**src/rtl/dac_spi_pkg.sv**
```systemverilog
// dac_spi_pkg: shared types and constants for the MCP4921-class DAC SPI serializer.
//   state_t          FSM states of the frame sequencer
//   FRAME_BITS       SPI write frame width (header + sample)
//   BIT_W            width of the bit index within a frame
//   CFG_BITS_DEFAULT header nibble: channel A, buffered, 1x gain, active
//   CS_LOW_PERIODS   half-periods with chip select low (SETUP + 32 SHIFT + HOLD)
//   frame_cycles()   system clocks from accept to frame_done; depends on DAC_LDAC_PULSE_EN
package dac_spi_pkg;
  typedef enum logic [2:0] {
    IDLE  = 3'd0,
    SETUP = 3'd1,
    SHIFT = 3'd2,
    HOLD  = 3'd3,
    GAP   = 3'd4,
    LDAC  = 3'd5
  } state_t;
  localparam int FRAME_BITS = 16;
  localparam int BIT_W = $clog2(FRAME_BITS);
  localparam logic [3:0] CFG_BITS_DEFAULT = 4'b0111;
  localparam int CS_LOW_PERIODS = 2 * FRAME_BITS + 2;
  function automatic int frame_cycles(input int clk_div);
`ifdef DAC_LDAC_PULSE_EN
    return (CS_LOW_PERIODS + 2) * clk_div;
`else
    return (CS_LOW_PERIODS + 1) * clk_div;
`endif
  endfunction
endpackage

```
**src/rtl/dac_spi_serializer_timer.sv**
```systemverilog
// spi_phase_timer: CLK_DIV phase counter that paces the SPI sequencer.
//   clk, rst     system clock, asynchronous active-high reset
//   en           sequencer is outside IDLE; counter is held at zero otherwise
//   shift        sequencer is in SHIFT; only then do phase and bit index advance
//   half_tick    last cycle of the current CLK_DIV-long half-period
//   phase        current SCLK level within the bit (0 low half, 1 high half)
//   bit_idx      current bit of the frame, 0 = MSB
//   phase_nxt    value phase takes after this clock (lets outputs be registered with no lag)
//   bit_nxt      value bit_idx takes after this clock
module spi_phase_timer
  import dac_spi_pkg::*;
#(
  parameter int CLK_DIV = 4
) (
  input  logic             clk,
  input  logic             rst,
  input  logic             en,
  input  logic             shift,
  output logic             half_tick,
  output logic             phase,
  output logic             phase_nxt,
  output logic [BIT_W-1:0] bit_idx,
  output logic [BIT_W-1:0] bit_nxt
);
  logic [7:0] cnt;
  assign half_tick = en && cnt == 8'(CLK_DIV - 1);
  assign phase_nxt = en && ((shift && half_tick) ? !phase : phase);
  assign bit_nxt = !en ? '0 : (shift && half_tick && phase) ? bit_idx + 1'b1 : bit_idx;
  always_ff @(posedge clk or posedge rst)
    if (rst) begin
      cnt <= '0;
      phase <= 1'b0;
      bit_idx <= '0;
    end else begin
      cnt <= (!en || half_tick) ? 8'd0 : cnt + 8'd1;
      phase <= phase_nxt;
      bit_idx <= bit_nxt;
    end
endmodule

```
**src/rtl/dac_spi_serializer.sv**
```systemverilog
// dac_spi_serializer: serializes 12-bit samples into 16-bit SPI frames for an MCP4921-class DAC.
//   clk           125 MHz system clock
//   rst           asynchronous active-high reset; SPI pins go idle immediately
//   sample_in     offset-binary sample, taken on sample_valid
//   sample_valid  single-cycle strobe; one-deep pending buffer while busy
//   busy          frame in progress (cycle after accept through last frame cycle)
//   frame_done    one-cycle pulse on the first IDLE cycle after a frame
//   drop_count    saturating count of overwritten/discarded pending samples
//   dac_cs_n, dac_sclk, dac_mosi, dac_ldac_n   SPI mode 0, MSB first
// Build option DAC_LDAC_PULSE_EN: when defined an LDAC state pulses dac_ldac_n low for
// CLK_DIV cycles after GAP; otherwise dac_ldac_n is tied low and the DAC latches on cs_n rising.
module dac_spi_serializer
  import dac_spi_pkg::*;
#(
  parameter int         CLK_DIV  = 4,
  parameter int         DAC_BITS = 12,
  parameter logic [3:0] CFG_BITS = CFG_BITS_DEFAULT
) (
  input  logic                clk,
  input  logic                rst,
  input  logic [DAC_BITS-1:0] sample_in,
  input  logic                sample_valid,
  output logic                busy,
  output logic                frame_done,
  output logic [7:0]          drop_count,
  output logic                dac_cs_n,
  output logic                dac_sclk,
  output logic                dac_mosi,
  output logic                dac_ldac_n
);
  state_t state, state_n;
  logic [FRAME_BITS-1:0] frame, frame_nxt;
  logic [DAC_BITS-1:0] pend;
  logic pend_full;
  logic half_tick, phase, phase_nxt;
  logic [BIT_W-1:0] bit_idx, bit_nxt;
  logic cs_n_d, sclk_d, mosi_d, busy_d, done_d;
  spi_phase_timer #(.CLK_DIV(CLK_DIV)) u_timer (
    .clk       (clk),
    .rst       (rst),
    .en        (state != IDLE),
    .shift     (state == SHIFT),
    .half_tick (half_tick),
    .phase     (phase),
    .phase_nxt (phase_nxt),
    .bit_idx   (bit_idx),
    .bit_nxt   (bit_nxt)
  );
  always_ff @(posedge clk or posedge rst)
    if (rst) state <= IDLE;
    else state <= state_n;
  always_comb begin
    state_n = state;
    case (state)
      IDLE:    state_n = (sample_valid || pend_full) ? SETUP : IDLE;
      SETUP:   state_n = half_tick ? SHIFT : SETUP;
      SHIFT:   state_n = (half_tick && phase && bit_idx == BIT_W'(FRAME_BITS - 1)) ? HOLD : SHIFT;
      HOLD:    state_n = half_tick ? GAP : HOLD;
`ifdef DAC_LDAC_PULSE_EN
      GAP:     state_n = half_tick ? LDAC : GAP;
      LDAC:    state_n = half_tick ? IDLE : LDAC;
`else
      GAP:     state_n = half_tick ? IDLE : GAP;
`endif
      default: state_n = IDLE;
    endcase
  end
  // A fresh strobe in IDLE beats a pending sample; the pending one is then counted as dropped.
  assign frame_nxt = (state == IDLE && sample_valid) ? {CFG_BITS, sample_in} :
                     (state == IDLE && pend_full)    ? {CFG_BITS, pend} : frame;
  always_ff @(posedge clk or posedge rst)
    if (rst) begin
      frame <= '0;
      pend <= '0;
      pend_full <= 1'b0;
      drop_count <= 8'd0;
    end else begin
      frame <= frame_nxt;
      pend <= (state != IDLE && sample_valid) ? sample_in : pend;
      pend_full <= state != IDLE && (pend_full || sample_valid);
      drop_count <= (sample_valid && pend_full && drop_count != 8'hFF) ? drop_count + 8'd1 : drop_count;
    end
  // Outputs are decoded from next-state/next-phase and registered, so pins match the state register.
  always_comb begin
    cs_n_d = !(state_n == SETUP || state_n == SHIFT || state_n == HOLD);
    sclk_d = state_n == SHIFT && phase_nxt;
    mosi_d = (state_n == SETUP || state_n == SHIFT) && frame_nxt[BIT_W'(FRAME_BITS - 1) - bit_nxt];
    busy_d = state_n != IDLE;
    done_d = state_n == IDLE && state != IDLE;
  end
  always_ff @(posedge clk or posedge rst)
    if (rst) begin
      dac_cs_n <= 1'b1;
      dac_sclk <= 1'b0;
      dac_mosi <= 1'b0;
      busy <= 1'b0;
      frame_done <= 1'b0;
    end else begin
      dac_cs_n <= cs_n_d;
      dac_sclk <= sclk_d;
      dac_mosi <= mosi_d;
      busy <= busy_d;
      frame_done <= done_d;
    end
`ifdef DAC_LDAC_PULSE_EN
  always_ff @(posedge clk or posedge rst)
    if (rst) dac_ldac_n <= 1'b1;
    else dac_ldac_n <= state_n != LDAC;
`else
  assign dac_ldac_n = 1'b0;
`endif
endmodule

```
**config.mk**
```make
export PLATFORM = sky130hd
export DESIGN_NAME = dac_spi_serializer
export DESIGN_NICKNAME = d
export VERILOG_FILES = /design/src/rtl/dac_spi_pkg.sv /design/src/rtl/dac_spi_serializer_timer.sv /design/src/rtl/dac_spi_serializer.sv
export SDC_FILE = /design/constraint.sdc
export NUM_CORES = 1
export LEC_CHECK = 0
export CAP_MARGIN = 20
export CORE_MARGIN = 2
export CORE_UTILIZATION = 45
export DETAILED_ROUTE_END_ITERATION = 8
export PLACE_DENSITY_LB_ADDON = 0.25
export SLEW_MARGIN = 40
export SYNTH_ARGS = -nofsm -noshare
export SYNTH_HDL_FRONTEND = slang
export SYNTH_SLANG_ARGS = --single-unit
```
**constraint.sdc**
```tcl
create_clock -name clk -period 9.9 [get_ports clk]
set_input_delay 1.98 -clock clk [delete_from_list [all_inputs] [get_ports clk]]
set_output_delay 1.98 -clock clk [all_outputs]
set_load 0.01 [all_outputs]
```
# Word level (Yosys, flattened, before mapping)

Index checks and enable logic that the tools add are counted.
W data, S select, Z words.

Add/sub/neg operators: 4
Order comparisons: 1
Equality and inequality tests: 10
Muxes and demuxes: 14
Reduce and logical (&&, ||, !) cells: 26

Operator list:

| kind                  | count |
|---|---|
| $mux W16              | 2 |
| $add A8 B1 Y8 const B | 2 |
| $logic_and A1 B1 Y1   | 15 |
| $pmux W3 S5           | 1 |
| $eq A3 B2 Y1 const B  | 4 |
| $eq A8 B2 Y1 const B  | 1 |
| $mux W4               | 2 |
| $mux W8               | 1 |
| $ne A8 B8 Y1 const B  | 1 |
| $eq A3 B1 Y1 const B  | 2 |
| $logic_not A3 Y1      | 2 |
| $mux W3               | 2 |
| $reduce_bool A3 Y1    | 2 |
| $lt A4 B5 Y1 const B  | 1 |
| $add A4 B1 Y4 const B | 1 |
| $bmux W1 S4           | 1 |
| $eq A4 B4 Y1 const B  | 1 |
| $logic_or A1 B1 Y1    | 4 |
| $mux W1               | 4 |
| $sub A4 B4 Y4 const A | 1 |
| $eq A3 B3 Y1 const B  | 1 |
| $logic_not A1 Y1      | 3 |
| $mux W2               | 1 |

Register bits: 58
Input bits: 15
Output and inout bits: 14
Logic and storage cells: 68

# Depth between registers and ports, before layout

Depth after elaboration: 10
Mapped depth: 12
Gate-level depth less buffers: 12

# Modules after synthesis

A second synthesis with hierarchy kept.

Cell total of the unflattened synthesis: 255
Area total of the unflattened synthesis: 2854.0 um^2

Modules (own cells, without submodules):

| module             | instances | cells an instance | area an instance (um^2) | sequential area each (um^2) |
|---|---|---|---|---|
| dac_spi_serializer | 1         | 198               | 2220.9                  | 1127.3 |
| spi_phase_timer    | 1         | 57                | 633.1                   | 325.3 |

# Worst setup path after synthesis

Ideal clock, no wire load.

Kind: input to register
Start: input sample_valid
End: register dac_mosi
Library setup time: 135 ps
Data arrival time: 3488 ps
Path slack: 6277 ps
Stages on the path: 8
Buffers on the path: 2
Path through: buf_2 -> or4b_2 -> buf_2 -> o22ai_1 -> a21oi_1 -> nor3b_1 -> o41ai_1 -> a211oi_1

RTL lines:

| item                          | RTL line                  | RTL |
|---|---|---|
| from (decl)                   | dac_spi_serializer.sv:22  | `input logic sample_valid,` |
| $logic_and A1 B1 Y1           | dac_spi_serializer.sv:69  | `assign frame_nxt = (state == IDLE && sample_valid) ? {CFG_BITS, sample_in} :` |
| $mux W16                      | dac_spi_serializer.sv:69  |  |
| via frame_nxt[7]              | dac_spi_serializer.sv:32  | `logic [FRAME_BITS-1:0] frame, frame_nxt;` |
| $bmux W1 S4                   | dac_spi_serializer.sv:87  | `mosi_d = (state_n == SETUP \|\| state_n == SHIFT) && frame_nxt[BIT_W'(FRAME_BITS - 1) - bit_nxt];` |
| $mux W1 (not written as such) | dac_spi_serializer.sv:87  |  |
| $logic_and A1 B1 Y1           | dac_spi_serializer.sv:87  |  |
| via mosi_d                    | dac_spi_serializer.sv:37  | `logic cs_n_d, sclk_d, mosi_d, busy_d, done_d;` |
| to (signal assigned)          | dac_spi_serializer.sv:101 | `dac_mosi <= mosi_d;` |
| to (decl)                     | dac_spi_serializer.sv:28  | `output logic dac_mosi,` |

The timed path passes the listed nets, and every way through them passes these cells. The select of a mux whose other input is x is not followed.
A chain may end at the register's enable or synchronous reset.

# Final worst setup path

Ends and elaborated chain as after synthesis.

==> reports/metrics.json <==
{
  "outcome": {"value": "finished, final reports clean"},
  "power.density": {"value": 280.3, "unit": "mW/mm^2"},
  "fin_setup_tns": {"value": 0, "unit": "ns"},
  "timing_hold_violations_final": {"value": 0},
  "skew_final": {"value": 0.008205, "unit": "ns"},
  "cts_resized": {"value": 0},
  "number_of_register_bits_inferred_by_synthesis": {"value": 58},
  "proportion_of_layout_cells_with_a_drive_suffix_above_1": {"value": 15.28, "unit": "%"},
  "p_clk_share": {"value": 24.8, "unit": "%"},
  "core": {"value": 0.005886, "unit": "mm^2"},
  "cts.reportedPaths.clkPinSlew": {"value": 0.07, "unit": "ns"},
  "final.hold.worst_slack": {"value": 0.4670, "unit": "ns"},
  "globalplace.congestion": {"value": 0.8800},
  "grt_setup_unrepaired": {"value": "no"},
  "route.detailed.drc": {"value": 0},
  "number_of_nets_in_the_layout": {"value": 303},
  "most-common-layout-cells": {"value": "57 x sky130_fd_sc_hd__dfrtp_1, 27 x sky130_fd_sc_hd__clkdlybuf4s50_1, 19 x sky130_fd_sc_hd__nand2_1, 19 x sky130_fd_sc_hd__nor2_1, 15 x sky130_fd_sc_hd__a21oi_1"},
  "total_gr_overflow": {"value": 0},
  "finalWorstPathRequiredPeriod": {"value": 3.999, "unit": "ns"},
  "required": {"value": 10.11, "unit": "ns"},
  "detail-route-antenna-nets": {"value": 0},
  "cts_max_level": {"value": 3},
  "clock_tree_from_tritoncts": {"value": "yes"},
  "boundaryPins": {"value": 29},
  "seq_area_frac_synth": {"value": 53.04, "unit": "%"},
  "switching_power": {"value": 314.0, "unit": "uW"},
  "clock_sink_count": {"value": 58},
  "critical_path_buf_inv_count": {"value": 1},
  "design_power_total": {"value": 912.4, "unit": "uW"},
  "grt_pass1_vias": {"value": 1948},
  "post_cts_hold_buffer_count": {"value": 0},
  "floorplan.die.height": {"value": 82.02, "unit": "um"},
  "grt_antenna_before_repair": {"value": 0},
  "timing.critical_path.slowest_stage_cell": {"value": "sky130_fd_sc_hd__or4b_2"},
  "critical_path.top_delay_family": {"value": "simple AND/OR/NAND/NOR gates"},
  "initial_core_util": {"value": 46.53, "unit": "%"},
  "seq_power_share": {"value": 42.8, "unit": "%"},
  "area_growth": {"value": 18.82, "unit": "%"},
  "drt_iter0_drc": {"value": 173},
  "synth-edff-count": {"value": 0},
  "relSlewSlack": {"value": 51.33, "unit": "%"},
  "combPwrFrac": {"value": 32.3, "unit": "%"},
  "wl": {"value": 5484, "unit": "um"},
  "port_buf_inserts": {"value": 27},
  "netSwitchingFraction": {"value": 34.41, "unit": "%"},
  "worst_hold_path_type": {"value": "flip-flop to flip-flop"},
  "std_cell_rows": {"value": 28},
  "finalCritPeriodShare": {"value": 40.40, "unit": "%"},
  "layout.filler_cells": {"value": 540},
  "ff_latch_area": {"value": 0.001453, "unit": "mm^2"},
  "critical-path-max-stage-delay": {"value": 0.77, "unit": "ns"},
  "async_reset_ff_share": {"value": 100.0, "unit": "%"},
  "synth_top_flop_cell": {"value": "sky130_fd_sc_hd__dfrtp_1"},
  "dieArea": {"value": 0.006726, "unit": "mm^2"},
  "timing.critical_path.fanout_max": {"value": 9},
  "syn_avg_cell_area": {"value": 10.53, "unit": "um^2"},
  "slew_viol_final": {"value": 0},
  "cts_made_buffers": {"value": 9},
  "firstDrtPassIters": {"value": 4},
  "syn_nets": {"value": 279},
  "cell_internal_power_dissipation": {"value": 598.4, "unit": "uW"},
  "antennaDiodeCount": {"value": 0},
  "area_of_combinational_cells_with_multiple_inputs": {"value": 0.001192, "unit": "mm^2"},
  "post_synth_num_cell_types": {"value": 50},
  "critical_path.startpoint_type": {"value": "input port"},
  "synth.yosys.warnings": {"value": 0},
  "path_class": {"value": "input port to flip-flop"},
  "worstMarginPinSlew": {"value": 0.7301, "unit": "ns"},
  "post_drt_via_cell_ratio": {"value": 5.590},
  "worstPathArrival": {"value": 4.21, "unit": "ns"},
  "clk_root_buffer_cell": {"value": "sky130_fd_sc_hd__clkbuf_8"},
  "track_usage": {"value": 18.70, "unit": "%"},
  "routedWlPerCell": {"value": 15.11, "unit": "um"},
  "grt_first_pass_wirelength": {"value": 9266, "unit": "um"},
  "most_frequent_standard_cell_in_the_layout_excluding_fill_and_tap_cells": {"value": "sky130_fd_sc_hd__dfrtp_1"},
  "dr_total_vias": {"value": 2029},
  "syn_inst": {"value": 260},
  "die_w": {"value": 82.02, "unit": "um"},
  "max_clock_freq": {"value": 250.0, "unit": "MHz"},
  "post-dp-hpwl": {"value": 3630, "unit": "um"},
  "cts-root-to-sink-buffers": {"value": 2},
  "cellLeakagePower": {"value": 1.409, "unit": "nW"},
  "synth_area": {"value": 0.002739, "unit": "mm^2"},
  "report.final.setup_viol": {"value": 0},
  "max-cap-violations": {"value": 0},
  "critical_path.cell_chain": {"value": "clkdlybuf4s50_1, or4b_2, o22ai_1, a21oi_1, nor3b_1, o41ai_1, a211oi_1"},
  "postcts_setup_bufs": {"value": 0},
  "grt_max_degree": {"value": 59},
  "crit_path_end_kind": {"value": "flip-flop"},
  "power.ir.vdd_worst": {"value": 0.1771, "unit": "mV"},
  "worst_skew_pair.late_latency": {"value": 0.34, "unit": "ns"}
}
## metal layers
metal	wire length, um	global-route usage, %
met4	76	8.500
met3	237	5.275
met1	2616	25.52
met5	0	0
met2	2553	27.64
## kinds of logic (layout without fill, tap and decap cells)
logic type | after synthesis | count (layout) | share of synthesized area, %
other | 1 | 1 | 0.1369
xor gates and xnor gates | 16 | 16 | 5.117
AOI/OAI and AO/OA | 55 | 55 | 12.75
DFF | 58 | 58 | 53.04
buffers and inverters | 23 | 51 | 3.609
muxes | 17 | 17 | 6.807
and+or+nand+nor | 86 | 86 | 16.72
adders and majority gates | 4 | 4 | 1.827
## registers in the layout, summed over array words and instances, names as in the netlist
register	flops
pend_full	1
drop_count	8
u_timer.phase	1
dac_cs_n	1
u_timer.bit_idx	4
dac_mosi	1
frame_done	1
state	3
dac_sclk	1
busy	1
frame	16
pend	12
u_timer.cnt	8
## synth_stat cells, types with 2 or more instances
master,n,area [um^2]
sky130_fd_sc_hd__o21ai_0,10,50.05
sky130_fd_sc_hd__xor2_1,9,78.83
sky130_fd_sc_hd__and3_1,6,37.54
sky130_fd_sc_hd__a21oi_1,15,75.07
sky130_fd_sc_hd__or3_1,5,31.28
sky130_fd_sc_hd__clkbuf_1,8,30.03
sky130_fd_sc_hd__a31oi_1,3,18.77
sky130_fd_sc_hd__nor3_1,4,20.02
sky130_fd_sc_hd__o22ai_1,13,81.33
sky130_fd_sc_hd__buf_2,7,35.03
sky130_fd_sc_hd__nand4_1,4,25.02
sky130_fd_sc_hd__nand2_1,19,71.32
sky130_fd_sc_hd__a211oi_1,2,15.01
sky130_fd_sc_hd__or2_2,2,12.51
sky130_fd_sc_hd__nand3_1,8,40.04
sky130_fd_sc_hd__mux2_2,13,146.4
sky130_fd_sc_hd__mux2i_1,4,40.04
sky130_fd_sc_hd__nor2_1,19,71.32
sky130_fd_sc_hd__inv_1,6,22.52
sky130_fd_sc_hd__xnor2_1,7,61.31
sky130_fd_sc_hd__dfrtp_1,57,1426
sky130_fd_sc_hd__and2_1,2,12.51
sky130_fd_sc_hd__nand2b_1,7,43.79
sky130_fd_sc_hd__ha_1,4,50.05
## area by class of cell
type	count	share of cell area, %
Clock buffer	13	5.190
Clock inverter	2	1.077
Inverter	7	0.8074
Multi-Input combinational cell	179	36.64
Sequential cell	58	44.64
Tap cell	75	2.884
Timing Repair Buffer	29	8.766
## path summary, 6_finish.rpt
path                                             to  depth (start not counted)                      from  slack (ns)
setup / recovery                 dac_mosi$_DFF_PP0_                          7              sample_valid        5.90
hold / removal                  frame[12]$_DFF_PP0_                          1       frame[12]$_DFF_PP0_        0.47
setup reg to reg                 dac_mosi$_DFF_PP0_                         10  u_timer.cnt[5]$_DFF_PP0_        6.20
hold reg to reg                 frame[12]$_DFF_PP0_                          1       frame[12]$_DFF_PP0_        0.47
max in group asynchronous        frame[8]$_DFF_PP0_                          3                       rst        7.27
min in group asynchronous  u_timer.cnt[6]$_DFF_PP0_                          3                       rst        2.15
## power by group through the flow
| stage | registers [mW] | logic [mW] | clock network, mW |
|---|---|---|---|
| finish | 0.391 | 0.295 | 0.226 |
| global route | 0.404 | 0.329 | 0.242 |
| CTS | 0.390 | 0.298 | 0.232 |
| detailed placement | 0.394 | 0.295 | 0 |
| global placement | 0.393 | 0.287 | 0 |
| floorplan | 0.367 | 0.231 | 0 |
## stage by stage
step                cell area [um^2]  worst slack (ns)  instances  util (%)
global route                    3254             5.788        363     55.29
detailed placement              3050             5.554        348     51.83
global placement                3050             5.651        348     51.83
finish                          3254             5.901        363     55.29
floorplan                       2739             6.277        260         -
CTS                             3254             5.912        363     55.29
(Power assumes the default switching activity.)
